**src/rtl/aes_mix_columns_seq.sv**
```systemverilog
// Sequential AES MixColumns / InvMixColumns over a 4x4 byte state, ColsPerCycle columns per edge.
// Define AES_MIXCOL_SEQ_CLEAR_EN to wipe the state buffer when the result is handed off.

package aes_pkg;
    typedef enum logic [1:0] {
        CIPH_FWD = 2'b00,
        CIPH_INV = 2'b01
    } ciph_op_e;
endpackage

module aes_mix_single_column (
    input  aes_pkg::ciph_op_e op_i,
    input  logic [3:0][7:0]   data_i,
    output logic [3:0][7:0]   data_o
);
    function automatic logic [7:0] xtime(input logic [7:0] b);
        return {b[6:0], 1'b0} ^ (b[7] ? 8'h1b : 8'h00);
    endfunction

    function automatic logic [7:0] gf_mul(input logic [7:0] b, input logic [3:0] c);
        logic [7:0] acc;
        logic [7:0] p;
        acc = 8'h00;
        p   = b;
        for (int k = 0; k < 4; k++) begin
            if (c[k]) acc = acc ^ p;
            p = xtime(p);
        end
        return acc;
    endfunction

    // One output row: coefficients rotate with the row, inputs are passed pre-rotated.
    function automatic logic [7:0] mix_row(input logic [7:0] a0, input logic [7:0] a1,
                                           input logic [7:0] a2, input logic [7:0] a3,
                                           input logic inv);
        if (inv) return gf_mul(a0, 4'd14) ^ gf_mul(a1, 4'd11) ^ gf_mul(a2, 4'd13) ^ gf_mul(a3, 4'd9);
        return gf_mul(a0, 4'd2) ^ gf_mul(a1, 4'd3) ^ a2 ^ a3;
    endfunction

    logic inv;
    assign inv = (op_i == aes_pkg::CIPH_INV);

    always_comb begin
        data_o[0] = mix_row(data_i[0], data_i[1], data_i[2], data_i[3], inv);
        data_o[1] = mix_row(data_i[1], data_i[2], data_i[3], data_i[0], inv);
        data_o[2] = mix_row(data_i[2], data_i[3], data_i[0], data_i[1], inv);
        data_o[3] = mix_row(data_i[3], data_i[0], data_i[1], data_i[2], inv);
    end
endmodule

module aes_mix_columns_seq #(
    parameter int ColsPerCycle = 1
) (
    input  logic                   clk_i,
    input  logic                   rst_ni,
    input  logic                   in_valid_i,
    output logic                   in_ready_o,
    input  aes_pkg::ciph_op_e      op_i,
    input  logic [3:0][3:0][7:0]   data_i,
    output logic                   out_valid_o,
    input  logic                   out_ready_i,
    output logic [3:0][3:0][7:0]   data_o,
    input  logic                   abort_i,
    output logic                   err_o,
    output logic                   busy_o
);
    import aes_pkg::*;

    if (!(ColsPerCycle == 1 || ColsPerCycle == 2 || ColsPerCycle == 4)) begin : g_bad_cols
        $error("aes_mix_columns_seq: ColsPerCycle must be 1, 2 or 4");
    end

    typedef enum logic [1:0] {IDLE, BUSY, DONE} state_e;

    state_e                          state_q, state_d;
    logic [1:0]                      cnt_q;
    logic [3:0][3:0][7:0]            data_q;
    ciph_op_e                        op_q;
    logic [ColsPerCycle-1:0][1:0]    col_idx;
    logic [ColsPerCycle-1:0][3:0][7:0] mix_in, mix_out;
    logic                            accept, op_ok_in, op_ok_q, last_step;

    always_comb begin
        for (int i = 0; i < ColsPerCycle; i++) begin
            col_idx[i] = 2'(int'(cnt_q) * ColsPerCycle + i);
            mix_in[i]  = data_q[col_idx[i]];
        end
    end

    for (genvar g = 0; g < ColsPerCycle; g++) begin : g_mix
        aes_mix_single_column u_mix (
            .op_i   (op_q),
            .data_i (mix_in[g]),
            .data_o (mix_out[g])
        );
    end

    assign last_step = (col_idx[ColsPerCycle-1] == 2'd3);
    assign accept    = (state_q == IDLE) && in_valid_i && !abort_i;
    assign op_ok_in  = (op_i == CIPH_FWD) || (op_i == CIPH_INV);
    assign op_ok_q   = (op_q == CIPH_FWD) || (op_q == CIPH_INV);

    always_comb begin
        state_d = state_q;
        case (state_q)
            IDLE:    if (accept) state_d = op_ok_in ? BUSY : DONE;
            BUSY:    if (last_step) state_d = DONE;
            DONE:    if (out_ready_i) state_d = IDLE;
            default: state_d = IDLE;
        endcase
        if (abort_i) state_d = IDLE;
    end

    always_ff @(posedge clk_i or negedge rst_ni) begin
        if (!rst_ni) state_q <= IDLE;
        else         state_q <= state_d;
    end

    // Datapath: capture on accept, in-place column rewrite while busy.
    always_ff @(posedge clk_i or negedge rst_ni) begin
        if (!rst_ni) begin
            cnt_q  <= 2'd0;
            data_q <= '0;
            op_q   <= CIPH_FWD;
        end else if (abort_i) begin
            cnt_q  <= 2'd0;
            data_q <= '0;
            op_q   <= CIPH_FWD;
        end else begin
            case (state_q)
                IDLE: begin
                    if (accept) begin
                        op_q   <= op_i;
                        cnt_q  <= 2'd0;
                        data_q <= op_ok_in ? data_i : '0;
                    end
                end
                BUSY: begin
                    for (int i = 0; i < ColsPerCycle; i++) begin
                        data_q[col_idx[i]] <= mix_out[i];
                    end
                    cnt_q <= last_step ? 2'd0 : cnt_q + 2'd1;
                end
                DONE: begin
`ifdef AES_MIXCOL_SEQ_CLEAR_EN
                    if (out_ready_i) data_q <= '0;
`endif
                end
                default: cnt_q <= 2'd0;
            endcase
        end
    end

    assign in_ready_o  = (state_q == IDLE);
    assign out_valid_o = (state_q == DONE);
    assign busy_o      = (state_q != IDLE);
    assign data_o      = out_valid_o ? data_q : '0;
    assign err_o       = out_valid_o && !op_ok_q;
endmodule
```
**config.mk**
```make
export PLATFORM = sky130hd
export DESIGN_NAME = aes_mix_columns_seq
export DESIGN_NICKNAME = d
export VERILOG_FILES = /design/src/rtl/aes_mix_columns_seq.sv
export SDC_FILE = /design/constraint.sdc
export NUM_CORES = 1
export LEC_CHECK = 0
export CELL_PAD_IN_SITES_DETAIL_PLACEMENT = 2
export CELL_PAD_IN_SITES_GLOBAL_PLACEMENT = 2
export CORE_UTILIZATION = 31
export CTS_CLUSTER_DIAMETER = 30
export DETAILED_ROUTE_END_ITERATION = 7
export PLACE_DENSITY_LB_ADDON = 0.1
export REMOVE_ABC_BUFFERS = 1
export SETUP_SLACK_MARGIN = 0.2
export SLEW_MARGIN = 5
export SYNTH_ARGS = -nofsm -noshare
export SYNTH_HDL_FRONTEND = slang
export SYNTH_SLANG_ARGS = --single-unit
```
**constraint.sdc**
```tcl
create_clock -name clk_i -period 4.3 [get_ports clk_i]
set_input_delay 0.43 -clock clk_i [delete_from_list [all_inputs] [get_ports clk_i]]
set_output_delay 0.43 -clock clk_i [all_outputs]
set_load 0.01 [all_outputs]
```
**Word level (Yosys, flattened, before mapping)**

Cells that the tools add are included.

- Add/subtract/negate cells: 1
- Order comparisons: 2
- Equal/unequal tests: 9
- Muxes and demuxes: 92
- Bitwise gates (word level): 68
- Reductions and logical operators: 19

Operators with widths:

| kind | count |
|---|---|
| $xor A8 B8 Y8 | 68 |
| $mux W128 | 4 |
| $mux W8 | 56 |
| $pmux W128 S2 | 1 |
| $bwmux W128 | 1 |
| $bmux W32 S2 | 1 |
| $demux W32 S2 | 1 |
| $mux W32 | 2 |
| $mux W5 | 12 |
| $mux W2 | 11 |
| $pmux W2 S3 | 2 |
| $eq A2 B1 Y1 const B | 3 |
| $logic_not A2 Y1 | 3 |
| $ne A3 B1 Y1 const B | 2 |
| $reduce_and A2 Y1 | 3 |
| $reduce_bool A2 Y1 | 3 |
| $eq A2 B2 Y1 const B | 2 |
| $logic_and A1 B1 Y1 | 4 |
| $lt A2 B3 Y1 const B | 1 |
| $ne A3 B3 Y1 const B | 1 |
| $reduce_and A3 Y1 | 1 |
| $reduce_bool A3 Y1 | 1 |
| $add A2 B1 Y2 const B | 1 |
| $ge A2 B1 Y1 const B | 1 |
| 4 further kinds | 6 |

- Register bits after elaboration: 134
- Input port bits: 135
- Output and inout bits: 132
- Logic and storage cells: 210

**Logic depth before layout (Yosys ltp)**

- Depth in word-level cells: 18
- Mapped depth: 14
- Mapped depth without buffers: 8

**Cells and area by module**

A second synthesis with hierarchy kept.

- Cells, all modules: 1,273
- Area total of the unflattened synthesis: 12,182.9 sq um

Modules (own cells, without submodules):

| module | instances | cells an instance | area an instance (sq um) | sequential area each (sq um) |
|---|---|---|---|---|
| aes_mix_columns_seq | 1 | 961 | 9,461.6 | 3,353.2 |
| aes_mix_single_column | 1 | 312 | 2,721.4 | 0.0 |

**Worst setup path after synthesis**

Ideal clock, no wire load.

- Path type: register to register
- From: reg cnt_q[0]
- To: reg data_q[68] in the netlist's numbering
- Setup time: 0.126 ns
- Arrival: 3.289 ns
- Data required time: 4.174 ns
- Path slack: 0.885 ns
- Cell stages (with the launch flop): 11
- Path buffers: 2
- Clock period less this slack: 3.415 ns
- Cell sequence: dfrtp_1 -> buf_6 -> mux4_2 -> buf_4 -> xor2_2 -> xnor3_1 -> xnor3_1 -> xnor3_1 -> a21oi_1 -> nor3_1 -> a221o_1

- Cells in the longest elaborated chain, start to end: 17
- Elaborated cells on any way between the ends: 63
- Classes of those cells: order compare: 2; mux: 34; bitwise: 26; reduce/logical: 1

Ends and longest elaborated chain:

| what | RTL line | source |
|---|---|---|
| start: declaration | 76 | `logic [1:0] cnt_q;` |
| start signal: assignment | 142 | `cnt_q <= last_step ? 2'd0 : cnt_q + 2'd1;` |
| $bmux W32 S2 | 86 | `mix_in[i] = data_q[col_idx[i]];` |
| $mux W32 (implied by the code) | 86 |  |
| $mux W5 or $xor A8 B8 Y8 (tied branches) | 17 | `return {b[6:0], 1'b0} ^ (b[7] ? 8'h1b : 8'h00);` |
| $xor A8 B8 Y8 or $mux W5 (tied branches) | 17 |  |
| $mux W8 or $xor A8 B8 Y8 (tied branches) | 36, 17 |  |
| $xor A8 B8 Y8 | 26 | `if (c[k]) acc = acc ^ p;` |
| $mux W8 | 36 | `if (inv) return gf_mul(a0, 4'd14) ^ gf_mul(a1, 4'd11) ^ gf_mul(a2, 4'd13) ^ gf_mul(a3, 4'd9);` |
| $xor A8 B8 Y8 | 26 |  |
| $mux W8 | 36 |  |
| $xor A8 B8 Y8 (3 in series) | 36 |  |
| $mux W8 | 36 |  |
| $mux W8 | 37 | `return gf_mul(a0, 4'd2) ^ gf_mul(a1, 4'd3) ^ a2 ^ a3;` |
| $bwmux W128 * | 140 | `data_q[col_idx[i]] <= mix_out[i];` |
| $pmux W128 S2 * | 130 | `case (state_q)` |
| $mux W128 * | 125 | `end else if (abort_i) begin` |
| end signal: assignment | 135 | `data_q <= op_ok_in ? data_i : '0;` |
| end signal: indexed assignment | 140 |  |
| end: declaration | 77 | `logic [3:0][3:0][7:0] data_q;` |

Mark *: on every way between the ends. The rest lies on a longest branch, timed or not. The select of a mux whose other input is x is not followed.
A chain may end at the register's enable or synchronous reset.

**Final worst setup path**

- From: reg cnt_q[0]
- To: reg data_q[11] in the netlist's numbering

- Cells in the longest elaborated chain, start to end: 17
- Elaborated cells on any way between the ends: 62
- Classes of those cells: order compare: 2; mux: 33; bitwise: 26; reduce/logical: 1

Ends and longest elaborated chain:

| what | RTL line |
|---|---|
| $bmux W32 S2 | 86 |
| $mux W32 (implied by the code) | 86 |
| $mux W5 or $xor A8 B8 Y8 (tied branches) | 17 |
| $xor A8 B8 Y8 or $mux W5 (tied branches) | n/a |
| $mux W8 or $xor A8 B8 Y8 (tied branches) | 36, 17 |
| $xor A8 B8 Y8 | 26 |
| $mux W8 | 36 |
| $xor A8 B8 Y8 | 26 |
| $mux W8 | 36 |
| $xor A8 B8 Y8 (3 in series) | 36 |
| $mux W8 | 36 |
| $mux W8 | 37 |
| $bwmux W128 * | 140 |
| $pmux W128 S2 * | 130 |
| $mux W128 * | 125 |

Marks and branches as above.

==> metrics <==
status finished with violations; failing checks design-rule violations; share of cells above drive strength 1 9.717%; pin count of the biggest net entering global routing 129; Final Util 42.17%; initial drt markers approximately 640; Final Hold Viols 0; CP Capture Type flip-flop; Vias/cell between 5 and 6; most common cell after layout, fill and taps aside clkdlybuf4s50_1; Leakage 5.856 nW; CP startpoint kind flip-flop; Post-synth EDFFs 0; Vias 10638; post-synthesis sequential area ratio around 30%; worst path required time 4610 ps; cell family with most CP delay XOR/XNOR gates; Area Growth Syn to Fin 33.58%; Yosys cell types 43; syn_area_per_cell between 8 and 9 um2; post-route worst setup slack approximately 470 ps; total I/O pin count 267; Max H-tree Level 4; RSZ-0062 raised after global routing no; GRT Util Overall a little over a quarter; final wirelength 47.65 mm; Finished Layout Cells around 1900; # fillers ~3900; port bufs 266; Max Root-Sink Buffers 2; TritonCTS sink count 134; Top FF cell, synth dfrtp_1; asr flop ratio synth 100.0%; WL per Instance 24.53 um; TritonCTS clock tree yes; crit path kind reg -> reg; worst rel slew slack 23.44%; GP Congestion 0.9032; Crit path largest cell delay 660 ps; Post-CTS Hold Fix Bufs 0; CTS root buffer clkbuf_16; core area about 36000 um2; Worst Skew 17.45 ps; Nets 1608; number of core rows 69; Max-Cap Viols 0; Worst Path Buf+Inv 1; Die W 192.6 um; CTS resizes 0; vias in the first global route 11677; Cell Area, Synth 11260 um2; WHS a little over 50 ps; DIE AREA 37080 um2; Cells after Synth about 1300; Arr. time, crit path approximately 4100 ps; critical path, cell by cell buf_4 -> mux4_2 -> xnor3_1 -> xnor3_2 -> xnor3_1 -> o21ai_2 -> xnor2_1 -> nor3_1 -> a221o_1; Yosys reg bits 134; first-pass GRT wire length 72.97 mm; minimum clock period approximately 3800 ps; slowest cell on the critical path dfrtp_4; Initial DRT Pass Iterations 7; HPWL after DPL between 30 and 40 mm; Setup WS pre-CTS between 200 and 300 ps; HP Class in -> async; power density over cell area 540.8 nW/um2; Vert. Die Dim a little under 200 um; drt drc 30; GRT overflow 0; clk_lat worst skew 440 ps; Max FO, Critical Path 16; CTS buffer count 17; ANT nets after route 0; Worst-Margin Slew 1148 ps; Starting Density roughly a third; Placed Cells 1911; cell mode on critical path xnor3_1; period utilisation layout 89.04%; Clk pin slew, worst setup/hold paths 70 ps; Reg area 3361 um2; Post-CTS Setup Bufs 0; initial antenna violation count 0; top achievable clock speed 0.2612 GHz; total inserted antenna cells 0; Multi-input gate area 7392 um2; maximum VDD drop 0.4529 mV; commonest cells after routing, fill and taps aside clkdlybuf4s50_1, a21oi_1, dfrtp_1, and2_1, xnor2_1; Setup violations, final 0; Yosys Warn Count 0; Total Power 8.133 mW; Slew Limit Fails 0
[cell type report]
class	instances	area share [%]
inverters	6	0.1498
repair buffers	315	20.58
clock buffers	19	2.946
clock inverters	13	0.9819
multi-input cells	995	49.16
flip-flops and latches	134	22.35
well taps	461	3.836
[cells by family after synthesis]
family	share of synthesized area, %
multiplexers	6.491
adder cells (fa/ha/maj)	0.4446
AO/OA/AOI/OAI	21.08
buffers and inverters	5.146
flip-flops	29.79
AND/OR/NAND/NOR	15.47
XOR/XNOR	21.57
[stage by stage]
stage	instance area (um2)	setup TNS (ps)
floorplan	10700	-255180
global placement	14430	0
detailed placement	14430	0
CTS	15020	0
global route	15040	0
finish	15040	0
[metal layers]
metal / GRT usage (%) / vias up / part of all wire [%]
met2: 44.15 / 282 / 49
met4: 6.511 / 0 / 1.5
met3: 3.473 / 43 / 3.9
met5: 0 / - / 0
li1: - / 4850 / -
met1: 35.34 / 5463 / 46
[sequential cells by signal, summed over array words and instances, names as in the netlist]
signal	cells
cnt_q	2
data_q	128
op_q	2
state_q	2
[power by group]
group          internal, mW  switching, mW  leakage [nW]
Sequential             1.41          0.154          1.78
Clock                 0.877          0.645         0.277
Combinational          2.24           2.81          3.80
[cell usage after synthesis (5+ instances only)]
| cell | instances | area share [%] |
|---|---|---|
| o21ai_0 | 5 | 0.22 |
| dfrtp_1 | 134 | 30 |
| and2_1 | 131 | 7.3 |
| xnor3_1 | 22 | 4.4 |
| a21oi_1 | 232 | 10 |
| nor3_1 | 11 | 0.49 |
| clkbuf_1 | 81 | 2.7 |
| buf_1 | 6 | 0.20 |
| xnor2_1 | 128 | 10 |
| a221o_1 | 9 | 0.80 |
| xnor2_2 | 7 | 1.0 |
| nor2_1 | 59 | 2.0 |
| buf_4 | 7 | 0.47 |
| xor2_1 | 53 | 4.1 |
| buf_2 | 20 | 0.89 |
| o221ai_1 | 16 | 1.2 |
| nand2_1 | 121 | 4.0 |
| o31ai_1 | 80 | 5.3 |
| mux4_2 | 32 | 6.4 |
| inv_1 | 6 | 0.20 |
| o311ai_0 | 13 | 1.0 |
| a22o_1 | 16 | 1.2 |
| nand3_1 | 16 | 0.71 |
[worst paths after layout]
kind,from,end,slack [ps],cells after the start
max,cnt_q[0]$_DFFE_PN0P_,data_q[11]$_DFFE_PN0P_,470,9
min,rst_ni,data_q[55]$_DFFE_PN0P_,50,1
max reg2reg,cnt_q[0]$_DFFE_PN0P_,data_q[11]$_DFFE_PN0P_,470,9
min reg2reg,data_q[46]$_DFFE_PN0P_,data_q[46]$_DFFE_PN0P_,510,2
max in group asynchronous,rst_ni,cnt_q[0]$_DFFE_PN0P_,3250,2
min in group clk_i,data_q[46]$_DFFE_PN0P_,data_q[46]$_DFFE_PN0P_,510,2
Note: power is estimated with default switching activity, not from simulation.
